**config.mk**
```make
export PLATFORM = sky130hd
export DESIGN_NAME = tick_period_meter
export DESIGN_NICKNAME = d
export VERILOG_FILES = /design/src/rtl/tick_period_meter.sv
export SDC_FILE = /design/constraint.sdc
export NUM_CORES = 1
export LEC_CHECK = 0
export BUFFER_PORTS_ARGS = -buffer_cell sky130_fd_sc_hd__buf_4
export CAP_MARGIN = 0
export CORE_ASPECT_RATIO = 1.1
export CORE_MARGIN = 2
export CORE_UTILIZATION = 54
export DETAILED_ROUTE_END_ITERATION = 6
export GPL_TIMING_DRIVEN = 0
export PLACE_DENSITY_LB_ADDON = 0.05
export SYNTH_ARGS = -nofsm -noshare
export SYNTH_HDL_FRONTEND = slang
export SYNTH_SLANG_ARGS = --single-unit
```
**constraint.sdc**
```tcl
create_clock -name clk -period 2.8 [get_ports clk]
set_input_delay 0.28 -clock clk [delete_from_list [all_inputs] [get_ports clk]]
set_output_delay 0.28 -clock clk [all_outputs]
set_load 0.03 [all_outputs]
```
**src/rtl/tick_period_meter.sv**
```systemverilog
// Measures clk cycles between successive rising edges of a tick stream,
// reporting each period with a strobe plus lock and timeout status.
module tick_period_meter #(
  parameter int unsigned WIDTH            = 32,
  parameter int unsigned TIMEOUT_CYCLES   = 200_000_000,
  parameter int unsigned EXPECTED_CYCLES  = 100_000_000,
  parameter int unsigned TOLERANCE_CYCLES = 0
) (
  input  logic             clk,
  input  logic             rst,
  input  logic             enable,
  input  logic             tick_in,
  output logic [WIDTH-1:0] period_out,
  output logic             period_valid,
  output logic             locked,
  output logic             timeout,
  output logic             state_dbg
);

  typedef enum logic {
    IDLE    = 1'b0,
    MEASURE = 1'b1
  } state_t;

  localparam logic [WIDTH-1:0] TIMEOUT_W = WIDTH'(TIMEOUT_CYCLES);
  localparam logic [WIDTH:0]   EXP_X     = (WIDTH+1)'(EXPECTED_CYCLES);
  localparam logic [WIDTH:0]   TOL_X     = (WIDTH+1)'(TOLERANCE_CYCLES);

  state_t           state, state_n;
  logic             tick_d;
  logic [WIDTH-1:0] cnt, cnt_n;
  logic [WIDTH-1:0] period_n;
  logic             valid_n, locked_n, timeout_n;
  logic             tick_edge;
  logic [WIDTH:0]   cnt_x, dev;
  logic             in_tol;

  assign tick_edge = tick_in & ~tick_d;
  assign state_dbg = (state == MEASURE);

  // Deviation is larger minus smaller so the unsigned subtraction never wraps.
  assign cnt_x  = {1'b0, cnt};
  assign dev    = (cnt_x >= EXP_X) ? (cnt_x - EXP_X) : (EXP_X - cnt_x);
  assign in_tol = (dev <= TOL_X);

  always_ff @(posedge clk or negedge rst) begin
    if (!rst) begin
      state        <= IDLE;
      tick_d       <= 1'b0;
      cnt          <= '0;
      period_out   <= '0;
      period_valid <= 1'b0;
      locked       <= 1'b0;
      timeout      <= 1'b0;
    end else begin
      state        <= state_n;
      tick_d       <= tick_in;
      cnt          <= cnt_n;
      period_out   <= period_n;
      period_valid <= valid_n;
      locked       <= locked_n;
      timeout      <= timeout_n;
    end
  end

  always_comb begin
    state_n   = state;
    cnt_n     = cnt;
    period_n  = period_out;
    valid_n   = 1'b0;
    locked_n  = locked;
    timeout_n = timeout;
    if (!enable) begin
      state_n   = IDLE;
      cnt_n     = '0;
      locked_n  = 1'b0;
      timeout_n = 1'b0;
    end else begin
      case (state)
        IDLE: begin
          if (tick_edge) begin
            state_n = MEASURE;
            cnt_n   = WIDTH'(1);
          end else begin
            cnt_n = '0;
          end
        end
        MEASURE: begin
          // An edge landing on the timeout count still yields a valid period.
          if (tick_edge) begin
            period_n  = cnt;
            valid_n   = 1'b1;
            cnt_n     = WIDTH'(1);
            locked_n  = in_tol;
            timeout_n = 1'b0;
          end else if (cnt == TIMEOUT_W) begin
            timeout_n = 1'b1;
            locked_n  = 1'b0;
            state_n   = IDLE;
            cnt_n     = '0;
          end else begin
            cnt_n = cnt + WIDTH'(1);
          end
        end
        default: begin
          state_n = IDLE;
          cnt_n   = '0;
        end
      endcase
    end
  end

endmodule
```
* After elaboration in Yosys (flattened, before gate mapping)
Cells that the tools add are included.
** Word-level totals
- Input port bits :: 4
- Word-level logic and storage cells :: 41
- Flip-flop bits (word level) :: 69
** Operators by class
- Bitwise logic cells :: 3
- Add/subtract/negate cells :: 3
- Reduce and logical (&&, ||, !) cells :: 2
- Order comparisons :: 2
- Muxes and demuxes :: 21
- Eq/ne operators :: 3
** Operators with widths (number)
- $mux 32 :: 3
- $pmux 32 s2 :: 1
- $le 33x1->1 const B :: 1
- $mux 33 :: 1
- $sub 27x32->33 const A :: 1
- $sub 32x27->33 const B :: 1
- $add 32x1->32 const B :: 1
- $eq 32x28->1 const B :: 1
- $ge 32x27->1 const B :: 1
- $mux 1 :: 15
- $ne 3x1->1 const B :: 1
- $reduce_and 3->1 :: 1
- $ne 2x1->1 const B :: 1
- $not 1->1 :: 2
- $pmux 1 s2 :: 1
- $reduce_and 2->1 :: 1
- $and 1x1->1 :: 1

* Logic depth before layout (Yosys ltp)
Gate-level depths: netlist of run 1.
- Word-level depth :: 6
- Mapped depth :: 14

* Worst setup path after synthesis of run 1
OpenSTA, ideal clock, no wires.
- Path kind :: register to register
- From :: reg cnt[25]
- To :: reg locked
- Library setup time :: 0.095 ns
- Setup slack :: 0.011 ns
- Required time :: 2.705 ns
- Data arrival time :: 2.694 ns
- Stages on the path, launching flop included :: 13
- Path through :: dfrtp_1 > buf_2 > nand2b_1 > or4_1 > or3_4 > and3_4 > buf_6 > buf_6 > nor3_2 > a21oi_1 > a2111oi_2 > nand4_1 > o31ai_1
** Between the ends
- Cells in the longest elaborated chain, start to end :: 6
- Elaborated cells between the ends (all ways) :: 11
** RTL lines
- start: declaration :: line 31 : logic [WIDTH-1:0] cnt, cnt_n;
- start signal: assignment :: line 58 : cnt <= cnt_n;
- $sub 27x32->33 (tied with other cells) :: line 43 : assign dev = (cnt_x >= EXP_X) ? (cnt_x - EXP_X) : (EXP_X - cnt_x);
- $mux 33 :: line 43
- $le 33x1->1 :: line 44 : assign in_tol = (dev <= TOL_X);
- $mux 1 :: line 90 : if (tick_edge) begin
- $mux 1 :: line 79 : case (state)
- $mux 1 :: line 73 : if (!enable) begin
- end signal: assignment :: line 61 : locked <= locked_n;
- end: declaration :: line 15 : output logic locked,
Several ways; a longest one is shown, not always the timed one. The select of a mux whose other input is x is not followed.
A chain may end at the register's enable or synchronous reset.

* Worst setup path in the final report of run 1
- From :: reg cnt[17]
- To :: reg locked
Same word-level chain as after synthesis.

==> flow_metrics.tcl, run 1 <==
set metrics [dict create \
    run_status "finished, violations left" \
    failing_checks "setup timing" \
    htree_levels 3 \
    p_leak_nw 2.49 \
    detailroute.via_count 4403 \
    critical_path_arrival_ps 3160 \
    finalWirelength_um 14700 \
    final_area_mm2 0.00585 \
    setup.worst_path.start_class "flop" \
    worstSetupEndpointType "flop" \
    post-route-period-util 1.03 \
    synthesis_stage_register_bit_count 69 \
    power_density_mw_per_mm2 357 \
    synth-edff-count 0 \
    rows 34 \
    max-slew-margin-rel 0.421 \
    timing.fmax_mhz 347 \
    worstSetupPathType "flop to flop" \
    worst_clock_skew_ps 13.5 \
    grt_pass1_vias 4282 \
    commonest_non_fill_non_tap_cell_in_the_layout "sky130_fd_sc_hd__buf_4" \
    number_of_cells_after_detailed_placement 657 \
    placement.io_buffers 39 \
    post-route-drc-count 0 \
    timing.critical_path.fanout_max 3 \
    dieArea_mm2 0.00906 \
    globalRoute.totalOverflow 0 \
    post_synth_num_cell_types 66 \
    setup_repair_after_global_routing_missed_its_margin "true" \
    primary_ff_master_synth "sky130_fd_sc_hd__dfrtp_1" \
    global_route_wire_length_before_repair_um 23400 \
    nets 607 \
    diodes 0 \
    initial_utilization 0.561 \
    clock_sinks 69 \
    timing.final.max_slew_violations 0 \
    antenna_violations_before_repair 0 \
    max_clock_buf_depth 2 \
    post_layout_nonfiller_instances 708 \
    area_growth_pct 30.2 \
    finalWorstSetupSlack_ps -79.3 \
    crit_path_max_incr_delay_ps 420 \
    ir_drop_uv 273 \
    cts_made_buffers 9 \
    tns_ps -79.3 \
    yosysWarnings 0 \
    wire_per_inst_um 20.8 \
    async_flop_share 1.00 \
    chipWidth_um 90.9 \
    critical_path.n_buffers_inverters 2 \
    timing.critical_path.max_delay_family "simple AND/OR/NAND/NOR gates" \
    core_footprint_mm2 0.00800 \
    crit_path_top_delay_cell "sky130_fd_sc_hd__dfrtp_2" \
    cap_viol_max_count 0 \
    synth_area_mm2 0.00449 \
    synthesized_area_per_cell_um2 8.81 \
    setup_violations 1 \
    timing.final.crit_period_ps 2880 \
    final_layout_size_suffix_gt1_frac 0.367 \
    clock-root-buffer "sky130_fd_sc_hd__clkbuf_8" \
    seq_area_frac_synth 0.385 \
    place_hpwl_um 9780 \
    detailedRoute.firstIterationViolations 427 \
    gr-usage-all-layers 0.332 \
    avgViaCountPerCell 6.22 \
    register_clock_pin_slew_on_the_reported_worst_setup_and_hold_paths_ps 80 \
    clock_tree_from_tritoncts "yes" \
    floorplan.io_pins 40 \
    holdBufCountCts 0 \
    largest_net_degree_at_the_start_of_global_routing 70 \
    postPlaceCellArea_mm2 0.00492 \
    tightest_slew_ps 869 \
    gp_routability_congestion 0.966 \
    clkLatencyLatePin_ps 370 \
    place_ws_ps -548 \
    critical_path_required_ps 3080 \
    height_of_the_chip_um 99.6 \
    layout.cells.most_common_list "85 x sky130_fd_sc_hd__buf_4, 69 x sky130_fd_sc_hd__nor2_1, 57 x sky130_fd_sc_hd__dfrtp_1" \
    fin_worst_hold_slack_ps 22.7 \
    timing.hold.worst.class "input pin to flop" \
    antenna_violating_nets_post_route 0 \
    postSynthNetCount 522 \
    hold_viol 0 \
    synthesized_netlist_cell_count 510 \
    drt-pass1-iter-count 5 \
    critical_path.cell_chain "or3b_4, nor4_4, nand4_1, buf_4, buf_4, a22oi_1, a21oi_1, xnor2_1, a211oi_2, nand4_1, o31ai_1" \
]
[cells in the mapped netlist (4+ instances only)]
| cell | count | area [um^2] |
|---|---|---|
| sky130_fd_sc_hd__nand4_1 | 12 | 75.1 |
| sky130_fd_sc_hd__and3_1 | 5 | 31.3 |
| sky130_fd_sc_hd__clkbuf_1 | 23 | 86.3 |
| sky130_fd_sc_hd__o211ai_1 | 7 | 52.6 |
| sky130_fd_sc_hd__nand3_1 | 30 | 150 |
| sky130_fd_sc_hd__inv_1 | 15 | 56.3 |
| sky130_fd_sc_hd__or3_1 | 5 | 31.3 |
| sky130_fd_sc_hd__nor2_1 | 70 | 263 |
| sky130_fd_sc_hd__nor3_1 | 11 | 55.1 |
| sky130_fd_sc_hd__o22ai_1 | 4 | 25.0 |
| sky130_fd_sc_hd__ha_1 | 8 | 100 |
| sky130_fd_sc_hd__nand2_1 | 36 | 135 |
| sky130_fd_sc_hd__mux2_2 | 33 | 372 |
| sky130_fd_sc_hd__a211oi_1 | 4 | 30.0 |
| sky130_fd_sc_hd__dfrtp_1 | 69 | 1730 |
| sky130_fd_sc_hd__buf_2 | 12 | 60.1 |
| sky130_fd_sc_hd__xor2_1 | 18 | 158 |
| sky130_fd_sc_hd__nor4_1 | 5 | 31.3 |
| sky130_fd_sc_hd__a21oi_1 | 26 | 130 |
| sky130_fd_sc_hd__o21ai_0 | 21 | 105 |
| sky130_fd_sc_hd__or4_1 | 4 | 30.0 |
| sky130_fd_sc_hd__nand2b_1 | 4 | 25.0 |
| sky130_fd_sc_hd__xnor2_1 | 17 | 149 |
| sky130_fd_sc_hd__and2_1 | 6 | 37.5 |
[worst paths after layout]
check / from / endpoint / slack (ps) / depth (start not counted)
max in group asynchronous: rst / cnt[12] / 2140 / 1
min in group asynchronous: rst / period_valid / 30 / 1
min: tick_in / tick_d / 20 / 1
min reg2reg: period_out[24] / period_out[24] / 510 / 1
max reg2reg: cnt[17] / locked / -80 / 11
max: cnt[17] / locked / -80 / 11
[per-layer routing]
metal  track usage  vias to the layer above  routed length [um]  share of wire
li1              -                     1985                   -              -
met1         0.440                     2130                6160           0.42
met2         0.528                      231                6930           0.47
met3        0.0477                       57                 959          0.065
met4         0.181                        0                 681          0.046
met5             0                        -                   0              0
[per-stage QoR]
| step | utilization | total power (W) |
|---|---|---|
| after floorplan | - | 0.00106 |
| after global placement | 0.615 | 0.00110 |
| after detailed placement | 0.616 | 0.00111 |
| after CTS | 0.714 | 0.00209 |
| after global routing | 0.731 | 0.00214 |
| final | 0.731 | 0.00209 |
[report_power, final]
part / total (W) / switching [W] / internal, W
clock network: 0.000990 / 0.000398 / 0.000592
registers: 0.00101 / 0.00000464 / 0.00100
logic: 0.0000916 / 0.0000621 / 0.0000295
total: 0.00209 / 0.000465 / 0.00162
[area by class of cell]
class                      instances  area, um^2
multi-input combinational        383        2780
fill                             617        2150
sequential                        69        1740
timing repair buffer              86         678
buffer                            30         213
tap                              108         135
clock buffer                      10         128
clock inverter                     6         111
inverter                          16        61.3
[flip-flops by register name, summed over array words and instances (netlist names)]
signal	cells
locked	1
period_valid	1
cnt	32
period_out	32
timeout	1
state_dbg	1
tick_d	1
[worst reg2reg max path, stage by stage, from the launching register on]
cell,delay (ps)
sky130_fd_sc_hd__dfrtp_2,420
sky130_fd_sc_hd__or3b_4,410
sky130_fd_sc_hd__nor4_4,410
sky130_fd_sc_hd__nand4_1,180
sky130_fd_sc_hd__buf_4,190
sky130_fd_sc_hd__buf_4,130
sky130_fd_sc_hd__a22oi_1,250
sky130_fd_sc_hd__a21oi_1,90
sky130_fd_sc_hd__xnor2_1,150
sky130_fd_sc_hd__a211oi_2,220
sky130_fd_sc_hd__nand4_1,150
sky130_fd_sc_hd__o31ai_1,210
[logic make-up (layout without fill, tap and decap cells)]
kind of cell               Yosys count  count (layout)  synth area share
muxes                               35              35            0.0872
adders and majority gates            8               8            0.0223
buffers and inverters               58             148            0.0577
and+or+nand+nor                    209             209             0.238
xor gates and xnor gates            35              35            0.0683
AOI/OAI and AO/OA                   96              96             0.142
DFF                                 69              69             0.385
[timing repair]
action | 4_1_cts | 5_1_grt
endpoints found under the setup margin | 4 | 16
buffers inserted | 37 | 9
cloned | 1 | 0
pin swaps | 29 | 7
gates resized for setup | 83 | 19
Power figures use the tool's default switching activity.
==> run 2: changes to the inputs <==
Settings changed: RECOVER_POWER from default to 50.
==> run 2 against run 1 <==
Against the previous run:
- the run ends with capacitance limit, slew limit, setup timing left
- global-route usage is the same
- clock power is essentially flat
- count of clock-buffer cells in the layout is the same
- critical path type unchanged
==> flow_metrics.tcl, run 2 (same netlist as run 1, synthesis figures left out) <==
set metrics [dict create \
    gp_routability_congestion 0.966 \
    finalWorstSetupSlack_ps -88.0 \
    grt.busiest_layer "met2" \
    commonest_non_fill_non_tap_cell_in_the_layout "sky130_fd_sc_hd__nor2_1" \
    fin_worst_hold_slack_ps 46.5 \
    antenna_violations_before_repair 0 \
    diodes 0 \
    power.share.sequential 0.482 \
    initial_utilization 0.561 \
    hold-path-endpoint "tick_d" \
    detailedRoute.firstIterationViolations 419 \
    number_of_cells_after_detailed_placement 657 \
    floorplan.io_pins 40 \
    p_leak_nw 2.42 \
    core_footprint_mm2 0.00800 \
    globalRoute.totalOverflow 0 \
    worstSetupEndpointType "flop" \
    area_growth_pct 28.8 \
    tightest_slew_ps 1700 \
    crit_path_max_incr_delay_ps 550 \
    worstSetupPathType "flop to flop" \
    grt_use_met1 0.440 \
    critical_path_arrival_ps 3160 \
    rows 34 \
    hold_viol 0 \
    timing.critical_path.fanout_max 5 \
    post_layout_nonfiller_instances 708 \
    gr-usage-all-layers 0.332 \
    combinationalPowerShare 0.043 \
    antenna_violating_nets_post_route 0 \
    timing.critical_path.max_delay_family "compound AO/OA/AOI/OAI gates" \
    largest_net_degree_at_the_start_of_global_routing 70 \
    met3_usage 0.0477 \
    regToRegEndpoint "locked" \
    critical_path.n_buffers_inverters 1 \
    worst_clock_skew_ps 11.8 \
    post-route-period-util 1.03 \
    clock-root-buffer "sky130_fd_sc_hd__clkbuf_8" \
    tns_ps -88.0 \
    max_clock_buf_depth 2 \
    timing.hold.worst.start "tick_in" \
    r2r_start "cnt[2]" \
    switchingPower_w 0.000464 \
    detailroute.via_count 4418 \
    wire_per_inst_um 20.8 \
    fill_cells 633 \
    cap_viol_max_count 1 \
    drt-pass1-iter-count 5 \
    largest_registers "cnt (32), period_out (32)" \
    timing.fmax_mhz 346 \
    register_clock_pin_slew_on_the_reported_worst_setup_and_hold_paths_ps 80 \
    timing.hold.worst.class "input pin to flop" \
    setup_violations 1 \
    layout.cells.most_common_list "69 x sky130_fd_sc_hd__nor2_1, 67 x sky130_fd_sc_hd__buf_4, 57 x sky130_fd_sc_hd__dfrtp_1" \
    clock_tree_from_tritoncts "yes" \
    globalRouteMet2Util 0.528 \
    hold-path-cell-count 1 \
    reg2regPathDepth 10 \
    placement.io_buffers 39 \
    timing.final.max_slew_violations 70 \
    setup_repair_after_global_routing_missed_its_margin "true" \
    height_of_the_chip_um 99.6 \
    critical_path_required_ps 3080 \
    clock_power_share 0.474 \
    place_hpwl_um 9780 \
    grt_pass1_vias 4282 \
    sw_frac_of_total 0.223 \
    max-slew-margin-rel -0.136 \
    ir_drop_uv 271 \
    critical_path.cell_chain "clkbuf_8, or4_4, o21a_4, o211ai_1, a21oi_2, a221oi_2, a22oi_1, o21ai_1, o2111ai_2, o31ai_1" \
    run_status "finished, violations left" \
    setup.worst_path.start_class "flop" \
    dieArea_mm2 0.00906 \
    r2r_slack_ps -90 \
    power_density_mw_per_mm2 361 \
    crit_path_top_delay_cell "sky130_fd_sc_hd__or4_4" \
    cts_made_buffers 9 \
    final_area_mm2 0.00578 \
    failing_checks "capacitance limit, slew limit, setup timing" \
    final_layout_size_suffix_gt1_frac 0.340 \
    chipWidth_um 90.9 \
    postPlaceCellArea_mm2 0.00492 \
    htree_levels 3 \
    timing.final.crit_period_ps 2890 \
    clkLatencyLatePin_ps 370 \
    clock_sinks 69 \
    cellInternalPower_w 0.00162 \
    global_route_wire_length_before_repair_um 23400 \
    nets 607 \
    post-route-drc-count 0 \
    finalWirelength_um 14700 \
    avgViaCountPerCell 6.24 \
]
[run 2: changes by cell type in the layout (fill, tap and decap cells not counted)]
cell	change
sky130_fd_sc_hd__clkbuf_2	+1
sky130_fd_sc_hd__clkbuf_4	+1
sky130_fd_sc_hd__buf_4	-18
sky130_fd_sc_hd__clkbuf_1	+16
[run 2: layer usage]
metal / part of all wire / vias to the layer above
met3: 0.069 / 58
met1: 0.42 / 2126
met4: 0.046 / 0
met2: 0.47 / 249
met5: 0 / -
li1: - / 1985
[run 2: how the worst max path moves through the flow]
stage / startpoint / end / slack [ps] / cells past startpoint
after global placement: cnt[16] / cnt[31] / -940 / 10
after detailed placement: cnt[21] / locked / -550 / 12
after floorplan: cnt[25] / locked / 10 / 12
after global routing: cnt[1] / locked / -250 / 12
final: cnt[2] / locked / -90 / 10
after CTS: cnt[24] / locked / -10 / 11
[run 2: stage by stage]
stage | worst slack [ps] | utilization | total power (W)
global route | -249 | 0.723 | 0.00214
global placement | -941 | 0.615 | 0.00110
finish | -88.0 | 0.723 | 0.00209
floorplan | 10.7 | - | 0.00106
detailed placement | -548 | 0.616 | 0.00111
CTS | -9.70 | 0.714 | 0.00209
[run 2: layout make-up]
| cell class | count | area, um^2 | share of cell area |
|---|---|---|---|
| Buffer | 30 | 213 | 0.0368 |
| Clock buffer | 10 | 128 | 0.0221 |
| Clock inverter | 6 | 111 | 0.0193 |
| Inverter | 16 | 61.3 | 0.0106 |
| Multi-Input combinational cell | 383 | 2780 | 0.480 |
| Sequential cell | 69 | 1740 | 0.301 |
| Tap cell | 108 | 135 | 0.0234 |
| Timing Repair Buffer | 86 | 616 | 0.106 |
[run 2: repair_timing]
item,4_1_cts,5_1_grt
gates cloned,1,0
setup buffers,37,9
pin swaps,29,7
setup endpoints to repair,4,16
resized for setup,83,19
hold buffers,0,0
[run 2: power by group through the flow]
stage | clock network (W) | logic, W | registers (W)
after global placement | 0 | 0.0000758 | 0.00103
after global routing | 0.00103 | 0.0000992 | 0.00101
after CTS | 0.000998 | 0.0000876 | 0.00101
after detailed placement | 0 | 0.0000786 | 0.00103
final | 0.000989 | 0.0000905 | 0.00101
after floorplan | 0 | 0.0000317 | 0.00103
==> run 3: changes to the inputs <==
Settings changed: BUFFER_PORTS_ARGS -buffer_cell sky130_fd_sc_hd__buf_4 to default, CORE_UTILIZATION 54 to 58, DONT_BUFFER_PORTS from default to 1.
==> run 3 against run 2 <==
Against the previous run:
- the flow still finishes with violations (capacitance limit, slew limit, setup timing)
- via count fell by 4.0%
- critical endpoint unchanged
- die area decreased by 6.6%
- count of clock-buffer cells in the layout stayed put
- sequential power about the same
- first-iteration DRC count is 6.4% lower
- non-clock buffer count shrank 55
- sequential share of layout area increased by 2.9 points
- routed wire length increased by 0.10%
==> flow_metrics.tcl, run 3 (same netlist as run 1, synthesis figures left out) <==
set metrics [dict create \
    timing.critical_path.mode_cell "sky130_fd_sc_hd__o31ai_1" \
    grt_pass1_vias 4188 \
    timing.fmax_mhz 327 \
    initial_utilization 0.601 \
    run_status "finished, violations left" \
    timing.final.max_slew_violations 70 \
    clock_tree_from_tritoncts "yes" \
    htree_levels 3 \
    setup.worst_path.start_class "flop" \
    timing.hold.worst.start "enable" \
    nets 552 \
    finalWorstSetupSlack_ps -261 \
    max-slew-margin-rel -0.135 \
    chipWidth_um 87.9 \
    wire_per_inst_um 22.7 \
    worst_clock_skew_ps 14.2 \
    core_footprint_mm2 0.00747 \
    hold-path-cell-count 2 \
    crit_path_max_incr_delay_ps 470 \
    hold_viol 0 \
    final_layout_size_suffix_gt1_frac 0.268 \
    number_of_cells_after_detailed_placement 615 \
    antenna_violations_before_repair 0 \
    placement.io_buffers 0 \
    setup_violations 1 \
    p_leak_nw 2.15 \
    reg2regPathDepth 12 \
    gr-usage-all-layers 0.357 \
    tns_ps -261 \
    floorplan.io_pins 40 \
    detailedRoute.firstIterationViolations 392 \
    fill_cells 563 \
    globalRoute.totalOverflow 0 \
    worstSetupPathType "flop to flop" \
    cap_viol_max_count 1 \
    drt-pass1-iter-count 5 \
    antenna_violating_nets_post_route 0 \
    r2r_start "cnt[1]" \
    r2r_slack_ps -260 \
    regToRegEndpoint "locked" \
    fin_worst_hold_slack_ps 54.3 \
    critical_path.cell_chain "inv_1, ha_1, nor3b_4, a41o_4, nand2_1, a221oi_2, mux2i_2, o31ai_1, a32oi_1, nor2_1, o21ai_0, o31ai_1" \
    post-route-drc-count 0 \
    height_of_the_chip_um 96.3 \
    clock_sinks 69 \
    hold-path-endpoint "cnt[0]" \
    diodes 0 \
    worstSetupEndpointType "flop" \
    layout.cells.most_common_list "69 x sky130_fd_sc_hd__nor2_1, 62 x sky130_fd_sc_hd__dfrtp_1, 34 x sky130_fd_sc_hd__nand2_1" \
    critical_path_required_ps 3070 \
    crit_path_top_delay_cell "sky130_fd_sc_hd__dfrtp_1" \
    gp_routability_congestion 0.919 \
    clock-root-buffer "sky130_fd_sc_hd__clkbuf_8" \
    post_layout_nonfiller_instances 650 \
    power_density_mw_per_mm2 364 \
    post-route-period-util 1.09 \
    dieArea_mm2 0.00846 \
    ir_drop_uv 334 \
    failing_checks "capacitance limit, slew limit, setup timing" \
    design_power_total_w 0.00191 \
    clkLatencyLatePin_ps 360 \
    avgViaCountPerCell 6.53 \
    largest_registers "cnt (32), period_out (32)" \
    critical_path_arrival_ps 3330 \
    finalWirelength_um 14700 \
    place_hpwl_um 10100 \
    area_growth_pct 16.9 \
    cts_made_buffers 9 \
    timing.critical_path.fanout_max 8 \
    register_clock_pin_slew_on_the_reported_worst_setup_and_hold_paths_ps 90 \
    max_clock_buf_depth 2 \
    setup_repair_after_global_routing_missed_its_margin "true" \
    largest_net_degree_at_the_start_of_global_routing 70 \
    detailroute.via_count 4243 \
    rows 33 \
    commonest_non_fill_non_tap_cell_in_the_layout "sky130_fd_sc_hd__nor2_1" \
    timing.hold.worst.class "input pin to flop" \
    timing.final.crit_period_ps 3060 \
    global_route_wire_length_before_repair_um 22400 \
    tightest_slew_ps 1700 \
]
run 3: per-layer routing:
| layer | vias up | GRT usage | part of all wire |
|---|---|---|---|
| li1 | 1870 | - | - |
| met1 | 2054 | 0.456 | 0.41 |
| met2 | 260 | 0.576 | 0.48 |
| met3 | 59 | 0.0815 | 0.074 |
| met4 | 0 | 0.159 | 0.037 |
| met5 | - | 0 | 0 |
run 3: worst max-delay path by stage:
stage	from	cells past startpoint	slack, ps	to
finish	cnt[1]	12	-260	locked
global route	cnt[1]	12	-410	locked
global placement	cnt[16]	10	-970	cnt[31]
detailed placement	cnt[21]	12	-700	locked
floorplan	cnt[25]	12	10	locked
CTS	cnt[17]	11	-140	locked
run 3: final cells by class:
type / instances / area (um^2) / area share
multi-input cells: 383 / 2720 / 0.518
flip-flops and latches: 69 / 1740 / 0.331
well taps: 105 / 131 / 0.0250
inverters: 16 / 61.3 / 0.0117
plain buffers: 35 / 203 / 0.0386
clock inverters: 6 / 63.8 / 0.0122
repair buffers: 26 / 210 / 0.0400
clock buffers: 10 / 128 / 0.0243
run 3: power by group:
group          total [W]  internal, W  switching (W)
Sequential       0.00102      0.00100      0.0000138
Combinational  0.0000758    0.0000247      0.0000511
Clock           0.000818     0.000410       0.000408
run 3: stage by stage:
step,instance area (um^2),setup WS (ps),util
floorplan,4490,10.7,-
global placement,4620,-969,0.618
detailed placement,4630,-705,0.619
CTS,5180,-138,0.693
global route,5250,-411,0.702
finish,5250,-261,0.702
run 3: timing repair:
action,4_1_cts,5_1_grt
pin swaps,19,6
endpoints found under the hold margin,70,0
gates cloned,0,0
setup buffers,18,5
endpoints found under the setup margin,4,22
hold buffers,3,0
gates resized for setup,56,16
run 3: worst max-delay path: cells and delay by family, from the launching register on:
kind | cells | cell delay, ps
and+or+nand+nor | 3 | 520
buffers and inverters | 1 | 160
muxes | 1 | 170
DFF | 1 | 470
adders and majority gates | 1 | 270
AOI/OAI and AO/OA | 6 | 1370
